### src/rtl/apx_pkg.sv
// Shared definitions for the approximate adder: mode encodings and the
// low-bit mask builder used to select the approximated LSB field.
package apx_pkg;

  localparam logic [1:0] MODE_EXACT = 2'b00;
  localparam logic [1:0] MODE_TRUNC = 2'b01;
  localparam logic [1:0] MODE_RND   = 2'b10;

  localparam int unsigned MASK_MAX = 128;

  // Returns a mask with the low n bits set; callers narrow it to their width.
  function automatic logic [MASK_MAX-1:0] low_mask(input int unsigned n);
    low_mask = (MASK_MAX'(1) << n) - MASK_MAX'(1);
  endfunction

endpackage

### src/rtl/apx_add_core.sv
// Combinational approximate add: exact, truncated or rounded upper-field sum,
// plus the exact-minus-approximate error.
module apx_add_core
  import apx_pkg::*;
#(
  parameter int unsigned WIDTH = 32,
  parameter int unsigned NAB_W = 5
) (
  input  logic [WIDTH-1:0] a,
  input  logic [WIDTH-1:0] b,
  input  logic [1:0]       mode,
  input  logic [NAB_W-1:0] n,
  input  logic [WIDTH-1:0] mask,
  output logic [WIDTH-1:0] c,
  output logic             cout,
  output logic [WIDTH:0]   err
);

  logic [WIDTH:0] exact;
  logic [WIDTH:0] upper;
  logic [WIDTH:0] approx;
  logic           cin;
  logic           approx_en;

  always_comb begin
    exact     = {1'b0, a} + {1'b0, b};
    approx_en = (mode == MODE_TRUNC) || (mode == MODE_RND);
    // mask ^ (mask >> 1) isolates bit n-1, and is zero when n == 0
    cin       = (mode == MODE_RND) && (|(a & b & (mask ^ (mask >> 1))));
    upper     = {1'b0, a >> n} + {1'b0, b >> n} + (WIDTH+1)'(cin);
    approx    = approx_en ? (upper << n) : exact;
    {cout, c} = approx;
    err       = exact - approx;
  end

endmodule

### src/rtl/apx_adder_pipe.sv
// Two-stage valid/ready approximate adder with an in-line error monitor
// that accumulates count, max error and error sum over consumed results.
module apx_adder_pipe
  import apx_pkg::*;
#(
  parameter int unsigned WIDTH   = 32,
  parameter int unsigned MAX_NAB = 16,
  parameter int unsigned NAB_W   = $clog2(MAX_NAB + 1),
  parameter int unsigned CNT_W   = 32,
  parameter int unsigned SUM_W   = 48
) (
  input  logic             clk,
  input  logic             rst,
  input  logic             in_valid,
  output logic             in_ready,
  input  logic [WIDTH-1:0] in_a,
  input  logic [WIDTH-1:0] in_b,
  input  logic [1:0]       in_mode,
  input  logic [NAB_W-1:0] in_nab,
  output logic             out_valid,
  input  logic             out_ready,
  output logic [WIDTH-1:0] out_c,
  output logic             out_cout,
  output logic [WIDTH:0]   out_err,
  input  logic             stat_clr,
  output logic [CNT_W-1:0] stat_count,
  output logic [WIDTH:0]   stat_max_err,
  output logic [SUM_W-1:0] stat_err_sum
);

  logic             adv;
  logic             consume;
  logic [NAB_W-1:0] nab_clamped;
  logic [WIDTH-1:0] mask_in;

  logic             s1_valid;
  logic [WIDTH-1:0] s1_a;
  logic [WIDTH-1:0] s1_b;
  logic [1:0]       s1_mode;
  logic [NAB_W-1:0] s1_n;
  logic [WIDTH-1:0] s1_mask;

  logic [WIDTH-1:0] core_c;
  logic             core_cout;
  logic [WIDTH:0]   core_err;
  logic [SUM_W:0]   sum_next;

  always_comb begin
    adv         = !out_valid || out_ready;
    in_ready    = rst || adv;
    consume     = out_valid && out_ready;
    nab_clamped = (in_nab > NAB_W'(MAX_NAB)) ? NAB_W'(MAX_NAB) : in_nab;
    mask_in     = WIDTH'(low_mask(32'(nab_clamped)));
    sum_next    = {1'b0, stat_err_sum} + (SUM_W+1)'(out_err);
  end

  always_ff @(posedge clk) begin
    if (rst) begin
      s1_valid <= 1'b0;
      s1_a     <= '0;
      s1_b     <= '0;
      s1_mode  <= MODE_EXACT;
      s1_n     <= '0;
      s1_mask  <= '0;
    end else if (adv) begin
      s1_valid <= in_valid;
      s1_a     <= in_a;
      s1_b     <= in_b;
      s1_mode  <= in_mode;
      s1_n     <= nab_clamped;
      s1_mask  <= mask_in;
    end
  end

  apx_add_core #(
    .WIDTH (WIDTH),
    .NAB_W (NAB_W)
  ) u_core (
    .a    (s1_a),
    .b    (s1_b),
    .mode (s1_mode),
    .n    (s1_n),
    .mask (s1_mask),
    .c    (core_c),
    .cout (core_cout),
    .err  (core_err)
  );

  always_ff @(posedge clk) begin
    if (rst) begin
      out_valid <= 1'b0;
      out_c     <= '0;
      out_cout  <= 1'b0;
      out_err   <= '0;
    end else if (adv) begin
      out_valid <= s1_valid;
      out_c     <= core_c;
      out_cout  <= core_cout;
      out_err   <= core_err;
    end
  end

  // Clear takes priority: a result consumed in the clear cycle is not counted.
  always_ff @(posedge clk) begin
    if (rst || stat_clr) begin
      stat_count   <= '0;
      stat_max_err <= '0;
      stat_err_sum <= '0;
    end else if (consume) begin
      if (stat_count != '1) stat_count <= stat_count + CNT_W'(1);
      if (out_err > stat_max_err) stat_max_err <= out_err;
      stat_err_sum <= sum_next[SUM_W] ? '1 : sum_next[SUM_W-1:0];
    end
  end

endmodule

### config.mk
export PLATFORM = sky130hd
export DESIGN_NAME = apx_adder_pipe
export DESIGN_NICKNAME = d
export VERILOG_FILES = /design/src/rtl/apx_pkg.sv /design/src/rtl/apx_add_core.sv /design/src/rtl/apx_adder_pipe.sv
export SDC_FILE = /design/constraint.sdc
export NUM_CORES = 1
export LEC_CHECK = 0
export CAP_MARGIN = 20
export CELL_PAD_IN_SITES_DETAIL_PLACEMENT = 2
export CELL_PAD_IN_SITES_GLOBAL_PLACEMENT = 2
export CORE_UTILIZATION = 35
export CTS_BUF_LIST = sky130_fd_sc_hd__clkbuf_4 sky130_fd_sc_hd__clkbuf_8
export CTS_CLUSTER_DIAMETER = 80
export DETAILED_ROUTE_END_ITERATION = 16
export HOLD_SLACK_MARGIN = 0.02
export PLACE_DENSITY_LB_ADDON = 0.1
export SYNTH_ARGS = -nofsm -noshare
export SYNTH_HDL_FRONTEND = slang
export SYNTH_SLANG_ARGS = --single-unit
### constraint.sdc
create_clock -name clk -period 8.2 [get_ports clk]
set_input_delay 1.64 -clock clk [delete_from_list [all_inputs] [get_ports clk]]
set_output_delay 1.64 -clock clk [all_outputs]
set_load 0.02 [all_outputs]
Word level (Yosys, flattened, before mapping)
Cells that the tools add are included.
{ "classes": {"order_cmp": 2, "addsub": 7, "eq_ne": 3, "n_shift": 4, "n_reduce_logical": 10, "n_bitwise": 3, "muxes": 3} }
{ "ops": {"columns": ["cell", "count"], "rows": [
  ["$add A32 B32 Y33", 2],
  ["$and A32 B32 Y32", 2],
  ["$shr A32 B5 Y32", 2],
  ["$add A48 B33 Y49", 1],
  ["$mux W48", 1],
  ["$add A33 B1 Y33", 1],
  ["$gt A33 B33 Y1", 1],
  ["$mux W33", 1],
  ["$shl A33 B5 Y33", 1],
  ["$sub A33 B33 Y33", 1],
  ["$add A32 B1 Y32 const B", 1],
  ["$ne A32 B32 Y1 const B", 1],
  ["$reduce_or A32 Y1", 1],
  ["$shl A1 B5 Y32 const A", 1],
  ["$sub A32 B2 Y32 const B", 1],
  ["$xor A32 B31 Y32", 1],
  ["$gt A5 B5 Y1 const B", 1],
  ["$mux W5", 1],
  ["$logic_or A1 B1 Y1", 4],
  ["$reduce_and A2 Y1", 2],
  ["$eq A2 B1 Y1 const B", 1],
  ["$eq A2 B2 Y1 const B", 1],
  ["$logic_and A1 B1 Y1", 2],
  ["$logic_not A1 Y1", 1]
]} }
{ "totals": {"ff_bits": 284, "inputBits": 76, "elab_cells": 45, "output_inout_bits": 181} }

Depth between registers and ports, before layout
{ "logic_depth": {"ltp_word": 8, "ltp_mapped": 39, "depth_no_buf": 35} }

Cells and area by module
A second synthesis with hierarchy kept.
{ "unflattened": {"hier_cells": 3187, "hier_area_um2": 23745.3} }
{ "modules_own_cells": {"columns": ["mod", "instances", "cells_per_inst", "area_each_um2"], "rows": [
  ["apx_adder_pipe", 1, 1661, 13202.7],
  ["apx_add_core", 1, 1526, 10542.6]
]} }

Worst setup path before layout
OpenSTA, ideal clock, no wires.
{ "synth_path": {"path_kind": "register to register", "start": "register s1_n[1]", "end": "register out_err[31]", "path_slack_ns": 0.623, "setup_time_ns": 0.117, "synth_period_minus_slack_ns": 7.577, "stages_incl_launch_ff": 37, "t_arrival_ns": 7.460, "path_cell_list": "dfxtp_1 buf_2 buf_2 buf_2 buf_1 buf_1 buf_2 mux4_2 nand2_1 nand2_1 o21ai_0 mux2i_1 fa_1 inv_1 fa_1 nand2b_1 a21o_1 a21oi_1 or4b_2 nand4_1 a211oi_1 mux2i_1 o21ai_0 a22oi_1 ha_1 a21o_1 a21o_1 a21o_1 a21oi_1 nor2b_1 a311oi_1 o21a_1 o21ai_1 nor4b_1 o31ai_1 xor2_1 a22o_1"} }
{ "synth_between": {"elab_chain_len": 6, "word_cells_on_any_way": 7} }
{ "synth_rtl": {"columns": ["element", "line", "source"], "rows": [
  ["start, declared", "apx_adder_pipe.sv:40", "logic [NAB_W-1:0] s1_n;"],
  ["start signal, assigned", "apx_adder_pipe.sv:70", "s1_n <= nab_clamped;"],
  ["$shr A32 B5 Y32", "apx_add_core.sv:30", "upper = {1'b0, a >> n} + {1'b0, b >> n} + (WIDTH+1)'(cin);"],
  ["$add A32 B32 Y33", "apx_add_core.sv:30", null],
  ["$add A33 B1 Y33", "apx_add_core.sv:30", null],
  ["$shl A33 B5 Y33 (*)", "apx_add_core.sv:31", "approx = approx_en ? (upper << n) : exact;"],
  ["$mux W33 (*)", "apx_add_core.sv:31", null],
  ["$sub A33 B33 Y33 (*)", "apx_add_core.sv:33", "err = exact - approx;"],
  ["end signal, assigned", "apx_adder_pipe.sv:99", "out_err <= core_err;"],
  ["end, declared", "apx_adder_pipe.sv:24", "output logic [WIDTH:0] out_err,"]
]} }
Mark *: on every way between the ends. The rest lies on a longest branch, timed or not.
A chain may end at the register's enable or synchronous reset.

Worst setup path in the final report
{ "layout_path": {"start": "register s1_n[0]", "end": "register out_err[32]"} }
Same word-level chain as after synthesis.

==> impl_metrics.tcl <==
set metrics [dict create \
    critPathTopFamily "compound AO/OA/AOI/OAI gates" \
    final.setup_skew_ps 39.5 \
    layout_worst_path_cycle_share_pct 96.0 \
    crit-reg2reg-launch "s1_n[0]" \
    result_of_the_run "complete, no violations" \
    worst_hold_slack_ps 465 \
    power.density_mw_per_mm2 231 \
    achievable-frequency_ghz 0.127 \
    grt_pass1_vias 26100 \
    r2r.worst_path.cells 31 \
    worstSetupPathType "register to register" \
    nNetsFinal 3471 \
    number_of_unique_standard_cell_types_used_by_synthesis 98 \
    swShare_pct 42.5 \
    route.final.wire_length_um 106000 \
    final_period_minus_worst_setup_slack_ps 7870 \
    drtIter0Drc 1218 \
    synthesis.area_mm2 0.0231 \
    final.setup.tns_ps 0 \
    count_of_buffers_inserted_at_the_top_level_ports 256 \
    dpl-instance-area_mm2 0.0264 \
    clock-sinks 284 \
    worstHoldEndpoint "s1_valid" \
    critPathCaptureType "register" \
    finalHoldViolations 0 \
    layout.cells.most_common "nand2_1" \
    worst-endpoint-required_ps 8740 \
    dr_total_vias 24500 \
    cts-root-buf "clkbuf_8" \
    layout.cells.most_common_list "444 x nand2_1, 329 x a21oi_1, 280 x dfxtp_1, 266 x nor2_1, 255 x clkdlybuf4s50_1" \
    post-route-cell-area_mm2 0.0279 \
    timing.critical_path.buf_inv 3 \
    relSlewSlack_pct 31.3 \
    synthesis.yosys.warnings 0 \
    grt_max_degree 94 \
    worst_setup_hold_path_clk_slew_ps 70 \
    remaining_number_of_nets_flagged_by_the_antenna_check_after_routing 0 \
    comb_power_share_pct 45.6 \
    tritoncts "built" \
    start_util_pct 35.7 \
    p_clk_share_pct 26.9 \
    cts_max_path_buffers 3 \
    hold_path.startpoint "s1_valid" \
    leakagePower_nw 11.3 \
    cpMostUsedCell "nor2_1" \
    grt_antenna_before_repair 1 \
    asyncSetResetFlopFracSynth_pct 0 \
    first_pass_iters 5 \
    holdBufCountCts 0 \
    die_height_um 259 \
    synth_edf_count 0 \
    remaining_routing_drc_violations 0 \
    worst_r2r_endpoint "out_err[32]" \
    cts-buffers-inserted 57 \
    die_w_um 259 \
    peak_supply_drop_mv 0.117 \
    routedWlPerCell_um 25.6 \
    crit_slowest_cell "fa_1" \
    drt-vias-per-instance 5.93 \
    grt-ovfl-total 0 \
    area.growth.synth_to_final_pct 20.5 \
    worst_hold_path_type "register to register" \
    critPathLaunchType "register" \
    timing.critical_path.arrival_ps 8410 \
    max-cap-violations 0 \
    synthesis.nets 3277 \
    tightestPinTransition_ps 1030 \
    critical_path.startpoint "s1_n[0]" \
    dpl_worst_slack_ps -104 \
    synth_area_per_cell_um2 7.63 \
    setup_viol 0 \
    switchingPower_mw 2.74 \
    core_area_mm2 0.0648 \
    slew_violations 0 \
    grt_first_pass_wirelength_um 160000 \
    seq_area_frac_synth_pct 24.6 \
    drive_gt1_share_pct 8.87 \
    cts_htree_levels 2 \
    flop2flop_setup_slack_ps 330 \
    grt_usage_pct 30.6 \
    postSynthRegisterBits 284 \
    num_rows 93 \
    cp_slowest_stage_delay_ps 530 \
    floorplan.io_pins 257 \
    synthFlopType "dfxtp_1" \
    post-layout-total-power_mw 6.45 \
    min_delay_path_depth 2 \
    timing.critical_path.fanout_max 14 \
    post_synth_inst_count 3032 \
    gp_weighted_congestion 0.916 \
    insertion_delay_ps 690 \
    pwr-share-seq_pct 27.5 \
    p_int_mw 3.71 \
    design.die.area_mm2 0.0671 \
    setup_ws_ps 331 \
    place.detailed.hpwl_um 82800 \
]
==> layer usage <==
| metal | global-route usage (%) | vias to the layer above | wire (um) |
|---|---|---|---|
| met5 | 0 | - | 0 |
| met4 | 13.7 | 0 | 4810 |
| met3 | 3.04 | 186 | 3820 |
| met2 | 52.2 | 566 | 50400 |
| met1 | 38.9 | 12300 | 46500 |
| li1 | - | 11400 | - |
==> worst reg2reg max path, delay by kind of cell, from the launching register on <==
kind / cells / cell delay [ps]
muxes: 4 / 1320
buffers and inverters: 3 / 660
AOI/OAI and AO/OA: 14 / 3230
DFF: 1 / 460
adders and majority gates: 3 / 1100
and+or+nand+nor: 7 / 950
==> repair_timing <==
item / in CTS / in global routing
buffers inserted: 1 / 1
gates resized for setup: 2 / 16
cloned: 0 / 0
endpoints found under the setup margin: 1 / 4
==> per-stage QoR <==
| stage | utilization (%) | instances |
|---|---|---|
| floorplan | - | 3032 |
| global placement | 40.8 | 4020 |
| detailed placement | 40.8 | 4020 |
| CTS | 42.9 | 4124 |
| global route | 43.0 | 4127 |
| finish | 43.0 | 4127 |
==> flip-flops by register name, indices dropped and copies added (netlist names), 5 cells and up <==
| signal | count |
|---|---|
| s1_b | 32 |
| stat_count | 32 |
| out_c | 32 |
| s1_n | 5 |
| stat_err_sum | 48 |
| s1_mask | 32 |
| s1_a | 32 |
| stat_max_err | 33 |
| out_err | 33 |
==> power by group through the flow <==
stage               logic [mW]  registers (mW)  clock network (mW)
finish                    2.94            1.77                1.74
global route              3.17            1.79                1.85
CTS                       2.91            1.77                1.79
detailed placement        2.88            1.80                   0
global placement          2.78            1.79                   0
floorplan                 1.77            1.80                   0
==> cell type report <==
cell class                      instances  area, um^2
Clock inverter                         23         288
Multi-Input combinational cell       2469       16400
Fill cell                            7362       37000
Antenna cell                            2        5.00
Tap cell                              855        1070
Clock buffer                           80        1040
Timing Repair Buffer                  314        3030
Inverter                              100         375
Sequential cell                       284        5700
==> cell families (layout without fill, tap and decap cells) <==
kind of cell | Yosys count | after routing | synth area share [%]
XOR/XNOR | 150 | 150 | 5.71
flip-flops | 284 | 284 | 24.6
other | 0 | 2 | 0
AND/OR/NAND/NOR | 1037 | 1037 | 20.0
adder cells (fa/ha/maj) | 169 | 169 | 9.31
multiplexers | 140 | 140 | 8.19
buffers and inverters | 279 | 517 | 5.15
AO/OA/AOI/OAI | 973 | 973 | 27.0
==> worst max-delay path by stage <==
stage                             end  depth (start not counted)
after floorplan           out_err[31]                         36
after global placement    out_err[32]                         31
after detailed placement  out_err[32]                         30
after CTS                 out_err[32]                         31
after global routing      out_err[32]                         31
final                     out_err[32]                         31
==> Yosys cell counts, types with 10 or more instances <==
| library cell | n | area (um^2) |
|---|---|---|
| nand2_1 | 444 | 1670 |
| a21oi_1 | 330 | 1650 |
| dfxtp_1 | 284 | 5690 |
| nor2_1 | 268 | 1010 |
| o21ai_0 | 178 | 891 |
| ha_1 | 164 | 2050 |
| clkbuf_1 | 124 | 465 |
| inv_1 | 99 | 372 |
| xor2_1 | 85 | 744 |
| mux2i_1 | 80 | 801 |
| nand3_1 | 75 | 375 |
| a21o_1 | 70 | 526 |
| a211oi_1 | 68 | 510 |
| xnor2_1 | 64 | 561 |
| o31ai_1 | 39 | 293 |
| nand4_1 | 38 | 238 |
| mux4_2 | 37 | 833 |
| nand2b_1 | 35 | 219 |
| nor3_1 | 34 | 170 |
| o21a_1 | 34 | 255 |
| a31oi_1 | 30 | 188 |
| and2_1 | 29 | 181 |
| nor2b_1 | 26 | 163 |
| and3_1 | 23 | 144 |
| buf_1 | 23 | 86.3 |
| mux2_2 | 23 | 259 |
| o22ai_1 | 23 | 144 |
| a22oi_1 | 20 | 150 |
| or3_1 | 20 | 125 |
| o211ai_1 | 18 | 135 |
| o21bai_1 | 14 | 105 |
| buf_6 | 13 | 146 |
| a221oi_1 | 12 | 105 |
| buf_2 | 11 | 55.1 |
| nor4_1 | 10 | 62.6 |
No activity file was read; power rests on OpenSTA's default activity.
